<file path="src/rtl/conv1d_pkg.sv">
// conv1d_pkg: shared types and helpers for the 1-D convolution engine.
//   state_e     - engine control states (LOAD, MAC, HOLD)
//   acc_width   - accumulator width that cannot overflow for M products of
//                 two W-bit signed operands
//   cnt_width   - bits needed to hold a count in 0..n (never less than 1)
//   sat_relu    - clamp a wide sum to the W-bit signed range, then
//                 optionally zero negative values
package conv1d_pkg;

    typedef enum logic [1:0] {
        LOAD = 2'd0,
        MAC  = 2'd1,
        HOLD = 2'd2
    } state_e;

    // Working width of sat_relu; the accumulator must fit inside it.
    localparam int ACC_MAX_W = 64;

    function automatic int acc_width(input int w, input int m);
        return 2 * w + $clog2(m);
    endfunction

    function automatic int cnt_width(input int n);
        return (n < 1) ? 1 : $clog2(n + 1);
    endfunction

    function automatic logic signed [ACC_MAX_W-1:0] sat_relu(
        input logic signed [ACC_MAX_W-1:0] a,
        input int                          w,
        input logic                        relu
    );
        logic signed [ACC_MAX_W-1:0] hi;
        logic signed [ACC_MAX_W-1:0] lo;
        logic signed [ACC_MAX_W-1:0] r;
        hi = (64'sd1 <<< (w - 1)) - 64'sd1;
        lo = -(64'sd1 <<< (w - 1));
        if (a > hi) begin
            r = hi;
        end else if (a < lo) begin
            r = lo;
        end else begin
            r = a;
        end
        if (relu && (r < 64'sd0)) begin
            r = 64'sd0;
        end else begin
            r = r;
        end
        return r;
    endfunction

endpackage

</file>
<file path="src/rtl/conv1d_engine_if.sv">
// conv1d_engine_if: the three streams of the convolution engine.
//   x stream : s_data_in_x / s_valid_x / s_ready_x  (input samples)
//   f stream : s_data_in_f / s_valid_f / s_ready_f  (filter coefficients)
//   y stream : m_data_out_y / m_valid_y / m_ready_y (results)
// slave  - engine side (consumes x and f, produces y)
// master - environment side (produces x and f, consumes y)
interface conv1d_engine_if #(
    parameter int W = 16
) ();
    logic signed [W-1:0] s_data_in_x;
    logic                s_valid_x;
    logic                s_ready_x;
    logic signed [W-1:0] s_data_in_f;
    logic                s_valid_f;
    logic                s_ready_f;
    logic signed [W-1:0] m_data_out_y;
    logic                m_valid_y;
    logic                m_ready_y;

    modport slave (
        input  s_data_in_x, s_valid_x, s_data_in_f, s_valid_f, m_ready_y,
        output s_ready_x, s_ready_f, m_data_out_y, m_valid_y
    );

    modport master (
        output s_data_in_x, s_valid_x, s_data_in_f, s_valid_f, m_ready_y,
        input  s_ready_x, s_ready_f, m_data_out_y, m_valid_y
    );
endinterface

</file>
<file path="src/rtl/conv1d_mac.sv">
// conv1d_mac: multiply-accumulate datapath with saturation/ReLU output.
//   clk, reset : clock and asynchronous active-low reset
//   clear      : zero the accumulator (has priority over enable)
//   enable     : add x*f into the accumulator this cycle
//   x, f       : signed operands of the current tap
//   acc        : registered accumulator
//   result     : saturated (and optionally ReLU'd) value of acc + x*f,
//                i.e. what the accumulator becomes after this tap
module conv1d_mac
    import conv1d_pkg::*;
#(
    parameter int W    = 16,
    parameter int M    = 4,
    parameter int RELU = 0
) (
    input  logic                             clk,
    input  logic                             reset,
    input  logic                             clear,
    input  logic                             enable,
    input  logic signed [W-1:0]              x,
    input  logic signed [W-1:0]              f,
    output logic signed [acc_width(W,M)-1:0] acc,
    output logic signed [W-1:0]              result
);
    localparam int AW = acc_width(W, M);

    logic signed [2*W-1:0]       prod_s;
    logic signed [AW-1:0]        sum_s;
    logic signed [AW-1:0]        acc_d;
    logic signed [AW-1:0]        acc_q;
    logic signed [ACC_MAX_W-1:0] sat_s;

    // Product, running sum, next accumulator and the clamped output value.
    always_comb begin
        prod_s = (2*W)'(x) * (2*W)'(f);
        sum_s  = acc_q + AW'(prod_s);
        if (clear) begin
            acc_d = {AW{1'b0}};
        end else if (enable) begin
            acc_d = sum_s;
        end else begin
            acc_d = acc_q;
        end
        sat_s  = sat_relu(ACC_MAX_W'(sum_s), W, RELU != 0);
        result = sat_s[W-1:0];
    end

    // Accumulator register.
    always_ff @(posedge clk or negedge reset) begin
        if (!reset) begin
            acc_q <= {AW{1'b0}};
        end else begin
            acc_q <= acc_d;
        end
    end

    assign acc = acc_q;

endmodule

</file>
<file path="src/rtl/conv1d_engine.sv">
// conv1d_engine: streaming 1-D convolution y[k] = sum_j x[k+j]*f[j],
// k = 0..N-M, one tap per cycle.
//   clk   : sole clock, rising edge
//   reset : asynchronous active-low reset
//   io    : conv1d_engine_if.slave carrying the x, f and y streams
// A full x vector (N samples) and f vector (M coefficients) are collected
// in LOAD, then each result takes M MAC cycles and is presented in HOLD
// until consumed. After the last result both buffers must be refilled.
module conv1d_engine
    import conv1d_pkg::*;
#(
    parameter int N    = 16,
    parameter int M    = 4,
    parameter int W    = 16,
    parameter int RELU = 0
) (
    input  logic            clk,
    input  logic            reset,
    conv1d_engine_if.slave  io
);
    localparam int XCW = cnt_width(N);
    localparam int FCW = cnt_width(M);
    localparam int XIW = cnt_width(N - 1);
    localparam int FIW = cnt_width(M - 1);
    localparam int KW  = cnt_width(N - M);
    localparam int AW  = acc_width(W, M);

    state_e              state_q, state_d;
    logic [XCW-1:0]      x_cnt_q, x_cnt_d;
    logic [FCW-1:0]      f_cnt_q, f_cnt_d;
    logic [KW-1:0]       k_q, k_d;
    logic [FIW-1:0]      tap_q, tap_d;
    logic                s_ready_x_q, s_ready_x_d;
    logic                s_ready_f_q, s_ready_f_d;
    logic                m_valid_q, m_valid_d;
    logic signed [W-1:0] m_data_q, m_data_d;

    // Sample storage carries no reset: counts alone decide what is valid.
    logic signed [W-1:0] x_buf_q [N];
    logic signed [W-1:0] f_buf_q [M];

    logic                x_acc_s, f_acc_s;
    logic [XIW-1:0]      x_rd_idx_s;
    logic                mac_clear_s, mac_en_s;
    logic signed [W-1:0] mac_result_s;
    logic signed [AW-1:0] mac_acc_unused_s;

    assign x_acc_s     = io.s_valid_x && s_ready_x_q;
    assign f_acc_s     = io.s_valid_f && s_ready_f_q;
    assign x_rd_idx_s  = XIW'(k_q) + XIW'(tap_q);
    assign mac_en_s    = (state_q == MAC);
    // Holding the accumulator at zero outside MAC means every result
    // starts from a clean sum without a separate clear cycle.
    assign mac_clear_s = (state_q != MAC);

    conv1d_mac #(.W(W), .M(M), .RELU(RELU)) u_mac (
        .clk    (clk),
        .reset  (reset),
        .clear  (mac_clear_s),
        .enable (mac_en_s),
        .x      (x_buf_q[x_rd_idx_s]),
        .f      (f_buf_q[tap_q]),
        .acc    (mac_acc_unused_s),
        .result (mac_result_s)
    );

    // Buffer fill in arrival order.
    always_ff @(posedge clk) begin
        if (x_acc_s) begin
            x_buf_q[x_cnt_q[XIW-1:0]] <= io.s_data_in_x;
        end
        if (f_acc_s) begin
            f_buf_q[f_cnt_q[FIW-1:0]] <= io.s_data_in_f;
        end
    end

    // Next-state, counter and output-register logic.
    always_comb begin
        state_d   = state_q;
        x_cnt_d   = x_cnt_q;
        f_cnt_d   = f_cnt_q;
        k_d       = k_q;
        tap_d     = tap_q;
        m_valid_d = m_valid_q;
        m_data_d  = m_data_q;
        case (state_q)
            LOAD: begin
                if (x_acc_s) begin
                    x_cnt_d = x_cnt_q + XCW'(1);
                end else begin
                    x_cnt_d = x_cnt_q;
                end
                if (f_acc_s) begin
                    f_cnt_d = f_cnt_q + FCW'(1);
                end else begin
                    f_cnt_d = f_cnt_q;
                end
                // Registered counts: leave LOAD the cycle after both fill.
                if ((x_cnt_q == XCW'(N)) && (f_cnt_q == FCW'(M))) begin
                    state_d = MAC;
                    k_d     = {KW{1'b0}};
                    tap_d   = {FIW{1'b0}};
                end else begin
                    state_d = LOAD;
                end
            end
            MAC: begin
                if (tap_q == FIW'(M - 1)) begin
                    state_d   = HOLD;
                    tap_d     = {FIW{1'b0}};
                    m_valid_d = 1'b1;
                    m_data_d  = mac_result_s;
                end else begin
                    tap_d     = tap_q + FIW'(1);
                end
            end
            HOLD: begin
                if (io.m_ready_y) begin
                    m_valid_d = 1'b0;
                    m_data_d  = {W{1'b0}};
                    if (k_q == KW'(N - M)) begin
                        state_d = LOAD;
                        x_cnt_d = {XCW{1'b0}};
                        f_cnt_d = {FCW{1'b0}};
                        k_d     = {KW{1'b0}};
                    end else begin
                        state_d = MAC;
                        k_d     = k_q + KW'(1);
                    end
                end else begin
                    state_d = HOLD;
                end
            end
            default: begin
                state_d   = LOAD;
                m_valid_d = 1'b0;
                m_data_d  = {W{1'b0}};
            end
        endcase
        s_ready_x_d = (state_d == LOAD) && (x_cnt_d < XCW'(N));
        s_ready_f_d = (state_d == LOAD) && (f_cnt_d < FCW'(M));
    end

    // Control and output registers.
    always_ff @(posedge clk or negedge reset) begin
        if (!reset) begin
            state_q     <= LOAD;
            x_cnt_q     <= {XCW{1'b0}};
            f_cnt_q     <= {FCW{1'b0}};
            k_q         <= {KW{1'b0}};
            tap_q       <= {FIW{1'b0}};
            s_ready_x_q <= 1'b0;
            s_ready_f_q <= 1'b0;
            m_valid_q   <= 1'b0;
            m_data_q    <= {W{1'b0}};
        end else begin
            state_q     <= state_d;
            x_cnt_q     <= x_cnt_d;
            f_cnt_q     <= f_cnt_d;
            k_q         <= k_d;
            tap_q       <= tap_d;
            s_ready_x_q <= s_ready_x_d;
            s_ready_f_q <= s_ready_f_d;
            m_valid_q   <= m_valid_d;
            m_data_q    <= m_data_d;
        end
    end

    assign io.s_ready_x    = s_ready_x_q;
    assign io.s_ready_f    = s_ready_f_q;
    assign io.m_valid_y    = m_valid_q;
    assign io.m_data_out_y = m_data_q;

endmodule

</file>
<file path="src/flat_wrapper.sv">
// flat-port wrapper written by rule: the top's interface ports become plain ports
module conv1d_engine_flat import conv1d_pkg::*;
#(
    parameter int N    = 16,
    parameter int M    = 4,
    parameter int W    = 16,
    parameter int RELU = 0
)
  (clk, reset, io_s_data_in_x, io_s_valid_x, io_s_data_in_f, io_s_valid_f, io_m_ready_y, io_s_ready_x, io_s_ready_f, io_m_data_out_y, io_m_valid_y);
  conv1d_engine_if #(.W(W)) io_i ();
  input  logic clk;
  input  logic reset;
  input wire logic [$bits(io_i.s_data_in_x)-1:0] io_s_data_in_x;
  input wire logic [$bits(io_i.s_valid_x)-1:0] io_s_valid_x;
  input wire logic [$bits(io_i.s_data_in_f)-1:0] io_s_data_in_f;
  input wire logic [$bits(io_i.s_valid_f)-1:0] io_s_valid_f;
  input wire logic [$bits(io_i.m_ready_y)-1:0] io_m_ready_y;
  output wire logic [$bits(io_i.s_ready_x)-1:0] io_s_ready_x;
  output wire logic [$bits(io_i.s_ready_f)-1:0] io_s_ready_f;
  output wire logic [$bits(io_i.m_data_out_y)-1:0] io_m_data_out_y;
  output wire logic [$bits(io_i.m_valid_y)-1:0] io_m_valid_y;
  assign io_i.s_data_in_x = io_s_data_in_x;
  assign io_i.s_valid_x = io_s_valid_x;
  assign io_i.s_data_in_f = io_s_data_in_f;
  assign io_i.s_valid_f = io_s_valid_f;
  assign io_i.m_ready_y = io_m_ready_y;
  assign io_s_ready_x = io_i.s_ready_x;
  assign io_s_ready_f = io_i.s_ready_f;
  assign io_m_data_out_y = io_i.m_data_out_y;
  assign io_m_valid_y = io_i.m_valid_y;
  conv1d_engine #(.N(N), .M(M), .W(W), .RELU(RELU)) u_core (.clk(clk), .reset(reset), .io(io_i));
endmodule
</file>
<file path="config.mk">
export PLATFORM = sky130hd
export DESIGN_NAME = conv1d_engine_flat
export DESIGN_NICKNAME = d
export VERILOG_FILES = /design/src/rtl/conv1d_pkg.sv /design/src/rtl/conv1d_engine_if.sv /design/src/rtl/conv1d_mac.sv /design/src/rtl/conv1d_engine.sv /design/src/flat_wrapper.sv
export SDC_FILE = /design/constraint.sdc
export NUM_CORES = 1
export LEC_CHECK = 0
export BUFFER_PORTS_ARGS = -buffer_cell sky130_fd_sc_hd__buf_2
export CORE_MARGIN = 8
export CORE_UTILIZATION = 35
export CTS_CLUSTER_SIZE = 25
export DETAILED_ROUTE_END_ITERATION = 10
export GPL_TIMING_DRIVEN = 0
export HOLD_SLACK_MARGIN = 0.15
export PLACE_DENSITY_LB_ADDON = 0.1
export SLEW_MARGIN = 20
export SYNTH_ARGS = -nofsm -noshare
export SYNTH_HDL_FRONTEND = slang
export SYNTH_HIERARCHICAL = 1
export SYNTH_SLANG_ARGS = --single-unit
</file>
<file path="constraint.sdc">
create_clock -name clk -period 27.1 [get_ports clk]
set_input_delay 4.065 -clock clk [delete_from_list [all_inputs] [get_ports clk]]
set_output_delay 4.065 -clock clk [all_outputs]
set_load 0.01 [all_outputs]
</file>
==> results list <==
* Result of the run: complete, no violations
* Clock buffer depth: 3
* Type of the setup path with the least slack: flop to flop
* Setup Viol. Count Final: 0
* Hold path startpoint: u_core/io.m_valid_y
- The clock reaches the later pin of the worst-skew pair after 0.60 ns.
- For this run, the share of the core covered by cells in the final layout is 0.394.
- Post-CTS sizing: 0
* Combined global-route utilization of all metal layers: 0.174
* Starting Density: 0.353
- Max Cap Viol: 0
- The multi-input combinational cells in the finished layout cover a total of 14300 um2.
* Class of the tightest hold or removal check: flop to flop
* Gate count after technology mapping: 2053
* Worst path slowest cell: sky130_fd_sc_hd__fa_1
- Register area share after synthesis: 0.415
* Wire length of the first global-routing pass: 113000 um
* EDFF count, synth: 320
* Share of layout cells above drive strength 1: 0.113
- Detailed-route wire length per cell: 23.0 um
- From left edge to right edge, the die measures 295 um.
- Chip Height: 295 um
* Critical path capture point: u_core/io.m_data_out_y[11]
- Worst-case register-to-register setup slack: 15.64 ns
- Of all cell types, the one taking the most synthesized area is sky130_fd_sc_hd__edfxtp_1.
- R2R Path Start: u_core/k_q[0]
- Across the whole layout, storage elements account for 11300 um2.
* Data arrival time of the critical path: 11.89 ns
- Detailed placement finished with a half-perimeter wire length of 56600 um.
* Hold buffer count at CTS: 0
- Along the worst path, the maximum fanout reaches 10.
- Setup crit start kind: flop
- Across the routed clock network, the largest skew measured is 0.0508 ns.
- After routing, the total negative slack on setup checks comes to 0 ns.
* Count of buffers added by post-CTS timing repair for setup: 0
- Net count of the mapped netlist: 2511
- Routed via count: 16.1k
- Clock tree synthesis found a total of 389 sinks.
- Die Outline Area: 87100 um2
- After clock tree synthesis, the clock-pin slew on the worst setup and hold paths is 0.06 ns.
- Among all cell types in the netlist, the one instantiated most often is sky130_fd_sc_hd__inv_1.
- In this design, the critical path's most frequently occurring cell is sky130_fd_sc_hd__fa_1.
- Of the available clock period, the critical path in the final layout requires 0.423.
* Number of global-route vias before repair: 17.7k
* Final Max Tran Viols: 0
- Worst slew margin relative to its limit: 0.256
* Average cell area after synthesis: 13.3 um2
- Post-synthesis to final-layout area growth: 11.7%
- Count of synthesis-stage warnings from yosys: 6
- TritonCTS buffer count: 44
* Share of the synthesized area in the top cell type: 0.352
* Biggest cell delay along the critical path: 0.85 ns
- Yosys attributes the largest share of cell area to sky130_fd_sc_hd__edfxtp_1 (35%), sky130_fd_sc_hd__fa_1 (22%), sky130_fd_sc_hd__dfrtp_1 (6.3%), sky130_fd_sc_hd__mux4_2 (5.4%), sky130_fd_sc_hd__ha_1 (5.3%).
* Total grt overflow: 0
* Routed wire length: 74400 um
- The detailed router finished its first iteration with 850 violations.
- First element of the critical path: u_core/k_q[0]
- Number of standard-cell rows in the floorplan: 102
- CTS placed an instance of sky130_fd_sc_hd__clkbuf_16 at the clock tree root.
* Antenna viol nets, final: 0
- The worst path needs 11.46 ns of the cycle, external delays included.
- Depth of the worst register-to-register path: 29
* Placeable core region: 77300 um2
- The final layout contains 2618 nets.
- Antenna violations before repair: 5
* Number of endpoints with negative hold slack in the final report: 0
* Worst flop-to-flop path endpoint: u_core/io.m_data_out_y[11]
* Commonest cells in the synthesized netlist: sky130_fd_sc_hd__inv_1 (350), sky130_fd_sc_hd__edfxtp_1 (320), sky130_fd_sc_hd__fa_1 (306), sky130_fd_sc_hd__nand2_1 (155), sky130_fd_sc_hd__and2_1 (153)
- Number of iterations in the first detailed-routing pass: 5
- In this run, synthesis produced a sequential element count of 389.
* Top achievable clock speed: 87.3 MHz
- Drc violations: 0
- Pin count of the biggest net entering global routing: 40
* Routability congestion estimate from global placement: 0.841
* Unrepaired setup endpoints after global routing: no
- Among all flip-flop cells after synthesis, the most frequent one is sky130_fd_sc_hd__edfxtp_1.
* Worst Tran Pin Value: 1.12 ns
- Mapped cell area: 27300 um2
- After synthesis, the share of flip-flops with an asynchronous set or reset is 0.177.
- Avg Vias per Cell: 4.98
- TritonCTS built the clock tree.
- Crit path required time: 27.53 ns
- Endpoint kind of the worst setup timing path: flop
- Buffers added on ports: 55
- Count of unique library cells instantiated by Yosys: 77
- Filler cell count: 7459
- Number of top-level pins: 56
- In this run the number of H-tree levels came out at 2.
## layout by cell type (no fill, tap or decap), types with 30 or more instances in the layout
cell type and n:
sky130_fd_sc_hd__fa_1 306, sky130_fd_sc_hd__mux4_1 30, sky130_fd_sc_hd__nor2_1 67, sky130_fd_sc_hd__buf_2 65, sky130_fd_sc_hd__edfxtp_1 320, sky130_fd_sc_hd__ha_1 115
sky130_fd_sc_hd__mux4_2 66, sky130_fd_sc_hd__dfrtp_1 69, sky130_fd_sc_hd__inv_1 350, sky130_fd_sc_hd__and2_1 144, sky130_fd_sc_hd__a21oi_1 31, sky130_fd_sc_hd__nand2_1 155
sky130_fd_sc_hd__clkbuf_16 44, sky130_fd_sc_hd__mux2i_1 32, sky130_fd_sc_hd__clkbuf_1 69
## critical path: cells and delay by family, from the launching register on
kind	cells	cell delay, ns
fa+ha+maj	9	4.57
compound gates	9	2.49
buf+inv	7	1.86
mux	2	1.16
simple gates	2	0.73
flops	1	0.45
## cell families (layout without fill, tap and decap cells)
logic type	after synthesis	count (layout)	share of synthesized area
DFF	389	389	0.415
adders and majority gates	421	421	0.277
xor gates and xnor gates	40	40	0.0128
muxes	129	129	0.0955
other	0	1	0
buffers and inverters	434	575	0.0625
and+or+nand+nor	467	467	0.0878
AOI/OAI and AO/OA	173	173	0.0486
## through the flow
stage	hold slack (ns)	setup slack [ns]	instance area, um2	cells
global placement	0.458	15.68	28900	3148
detailed placement	0.468	15.69	28900	3150
global route	0.504	15.06	30500	3234
CTS	0.481	15.61	30400	3230
finish	0.475	15.64	30500	3235
floorplan	0.486	17.93	27300	2053
## state kept, by name (all words and copies together) (netlist names), 3 cells and up
name / count
u_core/f_cnt_q: 3
u_core/x_buf_q: 256
u_core/u_mac/acc: 34
u_core/f_buf_q: 64
u_core/k_q: 4
u_core/io.m_data_out_y: 16
u_core/x_cnt_q: 5
## final cells by class
type | count | share of cell area
Clock buffer | 54 | 0.0374
Multi-Input combinational cell | 1230 | 0.468
Buffer | 84 | 0.0129
Inverter | 350 | 0.0431
Antenna cell | 1 | 0.0000821
Timing Repair Buffer | 61 | 0.0125
Tap cell | 1040 | 0.0427
Sequential cell | 389 | 0.372
Clock inverter | 26 | 0.0111
## per-layer routing
metal  vias up  track usage  share of wire
li1       7203            -              -
met1      8517        0.223           0.44
met2       283        0.311           0.51
met3        90       0.0223          0.032
met4         2       0.0422          0.021
met5         -            0        0.00016
## worst min-delay path by stage
| stage | end | slack (ns) | cells past startpoint |
|---|---|---|---|
| floorplan | u_core/u_mac/acc[15] | 0.49 | 2 |
| global placement | u_core/io.m_valid_y | 0.46 | 1 |
| detailed placement | u_core/io.m_valid_y | 0.47 | 1 |
| CTS | u_core/io.m_valid_y | 0.48 | 1 |
| global route | u_core/io.m_valid_y | 0.50 | 1 |
| finish | u_core/io.m_valid_y | 0.47 | 1 |
Power is not shown: default switching activity piles up to over one toggle a cycle in this logic, so the estimate is an artifact.
